--- config.mk ---
export PLATFORM = sky130hd
export DESIGN_NAME = banyan_dst_gen
export DESIGN_NICKNAME = d
export VERILOG_FILES = /design/src/rtl/banyan_pkg.sv /design/src/rtl/banyan_prefix_cnt.sv /design/src/rtl/banyan_dst_gen.sv
export SDC_FILE = /design/constraint.sdc
export NUM_CORES = 1
export LEC_CHECK = 0
export ABC_AREA = 1
export CAP_MARGIN = 20
export CORE_MARGIN = 1
export CORE_UTILIZATION = 40
export CTS_BUF_LIST = sky130_fd_sc_hd__clkbuf_8
export DETAILED_ROUTE_END_ITERATION = 7
export HOLD_SLACK_MARGIN = 0.06
export PLACE_DENSITY = 0.76
export SKIP_LAST_GASP = 1
export SLEW_MARGIN = 20
export SYNTH_ARGS = -nofsm -noshare
export SYNTH_HDL_FRONTEND = slang
export SYNTH_SLANG_ARGS = --single-unit
export TNS_END_PERCENT = 50
--- constraint.sdc ---
create_clock -name clk -period 3.74 [get_ports clk]
set_input_delay 0.374 -clock clk [delete_from_list [all_inputs] [get_ports clk]]
set_output_delay 0.374 -clock clk [all_outputs]
set_load 0.01 [all_outputs]
--- src/rtl/banyan_pkg.sv ---
// Shared types and helpers for the banyan destination generator.
// Default lane geometry plus a generic popcount used by the prefix logic.
package banyan_pkg;

  localparam int unsigned BANYAN_N    = 4;
  localparam int unsigned BANYAN_LOGN = $clog2(BANYAN_N);
  localparam int unsigned POP_W       = 64;

  typedef logic [BANYAN_LOGN-1:0] lane_idx_t;
  typedef logic [BANYAN_LOGN:0]   lane_cnt_t;

  function automatic int unsigned popcount(
    input logic [POP_W-1:0] v
  );
    int unsigned r;
    r = 0;
    for (int i = 0; i < POP_W; i++) begin
      r = r + 32'(v[i]);
    end
    return r;
  endfunction

endpackage

--- src/rtl/banyan_prefix_cnt.sv ---
// Exclusive prefix popcount of the keep mask, plus the beat total.
// pre_o[i] counts kept lanes strictly below lane i.
module banyan_prefix_cnt
  import banyan_pkg::*;
#(
  parameter  int unsigned N    = 4,
  localparam int unsigned LOGN = $clog2(N)
) (
  input  logic [N-1:0]         keep_i,
  output logic [N-1:0][LOGN:0] pre_o,
  output logic [LOGN:0]        cnt_o
);

  logic [POP_W-1:0] masked;

  // Per-lane masked popcount of the lower lanes, then the full total
  always_comb begin
    masked = '0;
    pre_o  = '0;
    for (int i = 0; i < N; i++) begin
      masked = '0;
      for (int j = 0; j < i; j++) begin
        masked[j] = keep_i[j];
      end
      pre_o[i] = (LOGN+1)'(popcount(masked));
    end
    cnt_o = (LOGN+1)'(popcount(POP_W'(keep_i)));
  end

endmodule

--- src/rtl/banyan_dst_gen.sv ---
// Banyan router feeder: per-lane compaction destinations, one output stage.
// BANYAN_DST_GEN_DROP_EMPTY_EN: swallow empty non-last beats.
module banyan_dst_gen
  import banyan_pkg::*;
#(
  parameter  int unsigned N      = 4,
  parameter  int unsigned DWIDTH = 8,
  localparam int unsigned LOGN   = $clog2(N)
) (
  input  logic                       clk,
  input  logic                       rst_n,
  input  logic [N-1:0][DWIDTH-1:0]   s_data,
  input  logic [N-1:0]               s_keep,
  input  logic                       s_last,
  input  logic                       s_valid,
  output logic                       s_ready,
  output logic [N-1:0][DWIDTH-1:0]   m_data,
  output logic [N-1:0][LOGN-1:0]     m_dst,
  output logic [N-1:0]               m_vld,
  output logic                       m_valid,
  input  logic                       m_ready,
  output logic                       m_wrap,
  output logic                       m_last,
  output logic                       m_partial,
  output logic [LOGN-1:0]            m_fill
);

  logic [N-1:0][LOGN:0]        pre;
  logic [LOGN:0]               cnt;
  logic [LOGN:0]               sum;
  logic [LOGN-1:0]             off_q;
  logic [N-1:0][LOGN-1:0]      dst_d;
  logic                        accept;
  logic                        load;

  logic [N-1:0][DWIDTH-1:0]    data_q;
  logic [N-1:0][LOGN-1:0]      dst_q;
  logic [N-1:0]                vld_q;
  logic                        valid_q;
  logic                        wrap_q;
  logic                        last_q;
  logic                        partial_q;
  logic [LOGN-1:0]             fill_q;

  banyan_prefix_cnt #(
    .N (N)
  ) u_prefix (
    .keep_i (s_keep),
    .pre_o  (pre),
    .cnt_o  (cnt)
  );

  assign s_ready = !valid_q || m_ready;
  assign accept  = s_valid && s_ready;

`ifdef BANYAN_DST_GEN_DROP_EMPTY_EN
  assign load = accept && (s_last || (s_keep != '0));
`else
  assign load = accept;
`endif

  assign sum = {1'b0, off_q} + cnt;

  // Kept lanes go to offset + prefix, wrapping within the word
  always_comb begin
    dst_d = '0;
    for (int i = 0; i < N; i++) begin
      if (s_keep[i]) begin
        dst_d[i] = LOGN'({1'b0, off_q} + pre[i]);
      end
    end
  end

  // Output stage and running offset; held while stalled
  always_ff @(posedge clk or negedge rst_n) begin
    if (!rst_n) begin
      valid_q   <= 1'b0;
      data_q    <= '0;
      dst_q     <= '0;
      vld_q     <= '0;
      wrap_q    <= 1'b0;
      last_q    <= 1'b0;
      partial_q <= 1'b0;
      fill_q    <= '0;
      off_q     <= '0;
    end else if (load) begin
      valid_q   <= 1'b1;
      data_q    <= s_data;
      dst_q     <= dst_d;
      vld_q     <= s_keep;
      wrap_q    <= sum[LOGN];
      last_q    <= s_last;
      partial_q <= s_last && (sum[LOGN-1:0] != '0);
      fill_q    <= sum[LOGN-1:0];
      off_q     <= s_last ? '0 : sum[LOGN-1:0];
    end else if (m_ready) begin
      valid_q   <= 1'b0;
    end
  end

  assign m_valid   = valid_q;
  assign m_data    = data_q;
  assign m_dst     = dst_q;
  assign m_vld     = vld_q;
  assign m_wrap    = wrap_q;
  assign m_last    = last_q;
  assign m_partial = partial_q;
  assign m_fill    = fill_q;

endmodule

==> flow_summary.json <==
{
  "outcome": "finished, final reports clean",
  "crit_path_max_fanout": 4,
  "die_h_microns": 77.16,
  "cts_setup_buffers": 0,
  "fin_crit_sh": 0.6521,
  "tightest_slew_ns": 0.6853,
  "cp_slowest_stage_delay_ns": 0.60,
  "fin_crit_ns": 2.439,
  "vias_per_cell": 4.489,
  "crit_family": "adder cells",
  "first_pass_iters": 4,
  "die_w_microns": 77.16,
  "synth-simple-area-share": 0.2625,
  "place_inst": 397,
  "postRouteAntennaNets": 0,
  "cp.depth": 8,
  "peakVddDrop_mv": 0.2124,
  "clk_path_buf_depth": 2,
  "core_area_sq_um": 5473,
  "slew_viol_final": 0,
  "rsz0062_at_grt": "false",
  "r2r_cells": 5,
  "drive_gt1_frac": 0.07207,
  "fillers": 496,
  "cp.arrival_ns": 2.66,
  "slowest_stage": "fa_1",
  "drc": 0,
  "gp_congestion": 0.7600,
  "synthToLayoutAreaGrowth_pct": 44.68,
  "final_cells": 405,
  "cts_root_buf": "clkbuf_8",
  "routed_wl_microns": 4776,
  "crit_buf_inv": 3,
  "cts_max_level": 2,
  "grt_pass1_wl_microns": 8238,
  "antenna_found_initial": 0,
  "io_pins": 92,
  "placementRows": 27,
  "synth_compound_area_frac": 0.02215,
  "avgSynthCellArea_sq_um": 9.299,
  "drt-wirelength-per-cell_microns": 11.79,
  "max_freq_mhz": 410.0,
  "max_cap_viol_count": 0,
  "syn-num-nets": 295,
  "clk_pin_slew_ns": 0.09,
  "synth_top_family_by_area": "simple AND/OR/NAND/NOR gates",
  "antenna_cells": 0,
  "grt_pass1_vias": 1774,
  "syn_area_sq_um": 2260,
  "hp-class": "in -> async",
  "setup_tns_ns": 0,
  "crit_top_cell": "fa_1",
  "dieArea_sq_um": 5954,
  "drt_iter0_drc": 61,
  "relSlewSlack": 0.5425,
  "hold_viol_final": 0,
  "synth_mux_area_frac": 0,
  "path_cells": "clkdlybuf4s50_1 -> fa_1 -> inv_1 -> fa_1 -> fa_1 -> inv_1 -> nand2_1 -> o21ai_1",
  "synth_cells": 243,
  "num_vias": 1818,
  "synth-xor-area-share": 0.01163,
  "power-per-cell-area_nw_per_um2": 465.8,
  "yosys_warnings": 0,
  "setup_violations": 0,
  "fin_skew_ns": 0.004913,
  "critical_path_required_ns": 3.96,
  "initial_core_util": 0.4129,
  "ys_types": 19,
  "cts-resized-gates": 0,
  "grt_max_degree": 59,
  "end_kind": "flop",
  "globalRoute.totalOverflow": 0,
  "cp-start-kind": "input port",
  "io_buffers": 91,
  "synth-seq-cells": 52,
  "layout.nets": 384,
  "numCtsBuffers": 5,
  "synth-adder-area-share": 0.07087,
  "postCtsHoldBufs": 0,
  "cts_tree": "yes",
  "cts_sinks": 52,
  "p_leak_uw": 0.001616,
  "clock_latency_ns": 0.29,
  "post-dp-hpwl_microns": 3287,
  "synth_seq_area_share": 0.5759,
  "grt_use_total": 0.1745,
  "worstSetupPathType": "in -> reg"
}
==> layout by cell type, fill, tap and decap left out, drive strengths merged <==
cell type,Yosys,layout
clkdlybuf4s50,0,90
inv,11,12
dfrtp,52,52
clkinvlp,0,1
nor2,2,2
o21ai,10,10
nand3,2,2
clkbuf,0,6
ha,8,8
fa,3,3
buf,10,2
xnor2,2,2
nand2,142,142
xor2,1,1
==> cell families (layout without fill, tap and decap cells) <==
kind of cell,Yosys count,after routing
compound gates,10,10
simple gates,146,146
xor+xnor,3,3
flops,52,52
fa+ha+maj,11,11
buf+inv,21,111
==> per-stage QoR <==
step             util  area, sq um  setup slack, ns  hold slack [ns]  power (uW)
3_3_place_gp   0.5802         3176            1.031           0.4622        1215
4_1_cts        0.5974         3269            1.303           0.2064        1553
5_1_grt        0.5974         3269            1.128           0.2390        1636
3_5_place_dp   0.5802         3176           0.9856           0.4638        1226
6_report       0.5974         3269            1.301           0.1822        1523
2_1_floorplan       -         2260            1.625          0.07841       947.7
==> report_power, final <==
group	switching, uW	internal [uW]	total, uW
sequential	61.6	659	720
combinational	218	268	486
clock	168	148	316
total	448	1070	1520
==> synthesized netlist by cell type <==
cell / n / share of area
nand2_2: 10 / 0.028
xnor2_1: 2 / 0.0078
buf_2: 4 / 0.0089
nor2_2: 1 / 0.0028
dfrtp_1: 52 / 0.58
o21ai_1: 3 / 0.0066
nand3_1: 2 / 0.0044
inv_2: 2 / 0.0033
nand2_1: 130 / 0.22
inv_1: 9 / 0.015
buf_6: 4 / 0.020
nor2_1: 1 / 0.0017
nand2_4: 2 / 0.010
ha_1: 8 / 0.044
xor2_1: 1 / 0.0039
fa_1: 3 / 0.027
buf_4: 1 / 0.0033
o21ai_0: 7 / 0.016
buf_8: 1 / 0.0066
==> flip-flops by register name, summed over array words and instances (netlist names) <==
| signal | flops |
|---|---|
| m_data | 32 |
| m_dst | 8 |
| m_vld | 4 |
| m_fill | 2 |
| off_q | 2 |
| m_last | 1 |
| m_partial | 1 |
| m_valid | 1 |
| m_wrap | 1 |
==> final timing paths <==
check                                        from                     end  slack [ns]
min in group clk           m_data[29]$_DFFE_PN0P_  m_data[29]$_DFFE_PN0P_        0.48
setup reg to reg              m_valid$_DFFE_PN0P_    m_dst[3]$_DFFE_PN0P_        1.77
max in group asynchronous                   rst_n    m_dst[6]$_DFFE_PN0P_        3.13
hold reg to reg            m_data[29]$_DFFE_PN0P_  m_data[29]$_DFFE_PN0P_        0.48
hold / removal                              rst_n   m_data[3]$_DFFE_PN0P_        0.18
setup / recovery                        s_keep[0]    off_q[1]$_DFFE_PN0P_        1.30
==> routing by layer <==
layer | part of all wire | GRT usage | up-vias | wire length [microns]
met5 | 0 | 0 | - | 0
li1 | - | - | 909 | -
met1 | 0.45 | 0.2302 | 852 | 2136
met4 | 0.0048 | 0.04151 | 0 | 23
met3 | 0.052 | 0.03690 | 2 | 250
met2 | 0.50 | 0.2920 | 55 | 2367
==> final cells by class <==
cell class,instances,area [sq um],area share
Clock inverter,2,11.26,0.003444
Inverter,11,41.29,0.01263
Timing Repair Buffer,92,913.4,0.2794
Tap cell,72,90.09,0.02755
Clock buffer,6,82.58,0.02526
Multi-Input combinational cell,170,829.5,0.2537
Sequential cell,52,1301,0.3980
No activity file was read; power rests on OpenSTA's default activity.
==> RTL edit: new RTL, same settings <==
Set the parameter `DWIDTH` to 7 (it was 8).
--- a/src/rtl/banyan_dst_gen.sv
+++ b/src/rtl/banyan_dst_gen.sv
@@ -4,7 +4,7 @@
   import banyan_pkg::*;
 #(
   parameter  int unsigned N      = 4,
-  parameter  int unsigned DWIDTH = 8,
+  parameter  int unsigned DWIDTH = 7,
   localparam int unsigned LOGN   = $clog2(N)
 ) (
   input  logic                       clk,
Ports: changed (resized m_data and s_data); port bits go from 92 to 84. No check against the original RTL was run, so the function may have changed too.
==> RTL edit against the original RTL <==
- critical path depth did not move
- power shrank 6.5%
- highest routed layer unchanged
- area after synthesis down 8.0%
- critical endpoint is now m_partial
- cell area is 8.0% lower
- count of clock-buffer cells in the layout unchanged
- clock skew about the same
- sequential cell count fell by 4
- worst setup slack better by 0.027 ns
- wire length shrank 7.4%
==> RTL edit: results (changes against the original RTL) <==
* Unique masters post-synth at 16 (-3)
* M1 GR Usage at 20.49% (-2.5 points)
* Met3 Track Usage GR at 4.607% (+0.92 points)
* Placed cell count at 367 (-7.6%)
* Syn_nets at 273 (-7.5%)
* Outcome: completed
* Pin count of the biggest net entering global routing at 55 (-6.8%)
* Vias in the first global route at 1,626 (-8.3%)
* Total GRT Usage at 17.03% (-0.42 points)
* Ys flop type: dfrtp_1
* Max Clock Skew at 0.005015 ns (+0.0001016 ns)
* Max reg flops at 28 (-13%)
* Port Buffer Count at 83 (-8.8%)
* DR WL/cell at 11.79 um (about the same)
* Met2 Usage GRT at 30.10% (+0.90 points)
* First-pass GRT wire length at 7107 um (-14%)
* Number of buffers created by CTS at 5 (unchanged)
* Mean Syn Cell Area at 9.242 sq um (-0.61%)
* Vias at 1,687 (-7.2%)
* IR drop worst, VDD at 0.2918 mV (+37%)
* Ranking of synthesized cells by area: dfrtp_1 58%, nand2_1 23%, ha_1 4.8%
* Detail Placement HPWL at 3070 um (-6.6%)
* Clock Latency Late Sink at 0.29 ns (about the same)
* Gpl congestion at 0.7812 (+2.8%)
* CP peak stage delay at 0.60 ns (about the same)
* Ys async rst share at 100.0% (unchanged)
* Synth cell count leaders: 128 x nand2_1, 48 x dfrtp_1, 9 x inv_1
* Drt via density at 4.499 (+0.22%)
* Gr ovfl total at 0 (unchanged)
* Nets at 355 (-7.6%)
* Static Leak at 1.500 nW (-7.2%)
* Setup Slack @ Placement at 1.001 ns (+0.01586 ns)
* Share of layout cells above drive strength 1 at 3.571% (-3.6 points)
* Initial antenna violation count at 0 (unchanged)
* Register area share after synthesis at 57.76% (+0.18 points)
* First DRT Iteration DRCs at 57 (-6.6%)
* Clock buffer depth at 2 (unchanged)
* Post-CTS Setup Bufs at 0 (unchanged)
* Clock transition at path regs at 0.08 ns
* Fillers at 422 (-15%)
* Max_slew headroom at 61.03% (+6.8 points)
* Slowest CP cell: fa_1
* Hold Path Class: in -> async
* Drt first pass iters at 4 (unchanged)
-- RTL edit: cell count changes after synthesis --
cell     change
nand2_2     -10
o21ai_0      -5
o21ai_1      +5
buf_2        -4
dfrtp_1      -4
buf_4        +3
nand2_1      -2
buf_8        -1
inv_2        -1
inv_6        +1
nor2_1       +1
nor2_2       -1
-- RTL edit: power breakdown --
part	leakage [nW]	internal [mW]	total (mW)	switching, mW
clock	0.0538	0.145	0.301	0.155
sequential	0.598	0.610	0.666	0.0565
combinational	0.847	0.250	0.458	0.207
total	1.50	1.01	1.42	0.419
-- RTL edit: through the flow --
step	area, sq um	util (%)
floorplan	2079	-
global placement	2914	60.10
finish	3007	62.01
global route	3007	62.01
detailed placement	2914	60.10
CTS	3004	61.96
-- RTL edit: per-layer routing --
layer  vias up  share of wire [%]
met1       780                 44
met3         5                7.0
li1        844                  -
met4         0               0.90
met5         -                  0
met2        58                 48
-- RTL edit: kinds of logic (layout without fill, tap and decap cells) --
| group | after synthesis | in the layout | share of synthesized area (%) |
|---|---|---|---|
| xor+xnor | 3 | 3 | 1.264 |
| compound gates | 10 | 10 | 2.407 |
| simple gates | 134 | 134 | 25.03 |
| flops | 48 | 48 | 57.76 |
| buf+inv | 19 | 102 | 5.836 |
| fa+ha+maj | 11 | 11 | 7.702 |
-- RTL edit: worst paths after layout --
| path | from | to | slack (ns) | depth (start not counted) |
|---|---|---|---|---|
| min | rst_n | m_data[23] | 0.07 | 1 |
| max | s_keep[0] | m_partial | 1.33 | 8 |
| min in group clk | m_data[0] | m_data[0] | 0.48 | 2 |
| max in group asynchronous | rst_n | m_vld[3] | 3.26 | 1 |
| min reg2reg | m_data[0] | m_data[0] | 0.48 | 2 |
| max reg2reg | off_q[0] | m_partial | 1.99 | 6 |
-- RTL edit: cell type report --
class                   instances  area share (%)
clock inverters                 2          0.2497
multi-input cells             158           25.18
flip-flops and latches         48           39.95
repair buffers                 83           27.55
clock buffers                   6           2.747
inverters                      11           1.540
well taps                      67           2.788
-- RTL edit: critical path, delay by kind of cell --
| kind | cells | cell delay [ns] |
|---|---|---|
| buffers and inverters | 2 | 0.55 |
| adder cells (fa/ha/maj) | 3 | 1.48 |
| AO/OA/AOI/OAI | 1 | 0.06 |
| AND/OR/NAND/NOR | 2 | 0.10 |
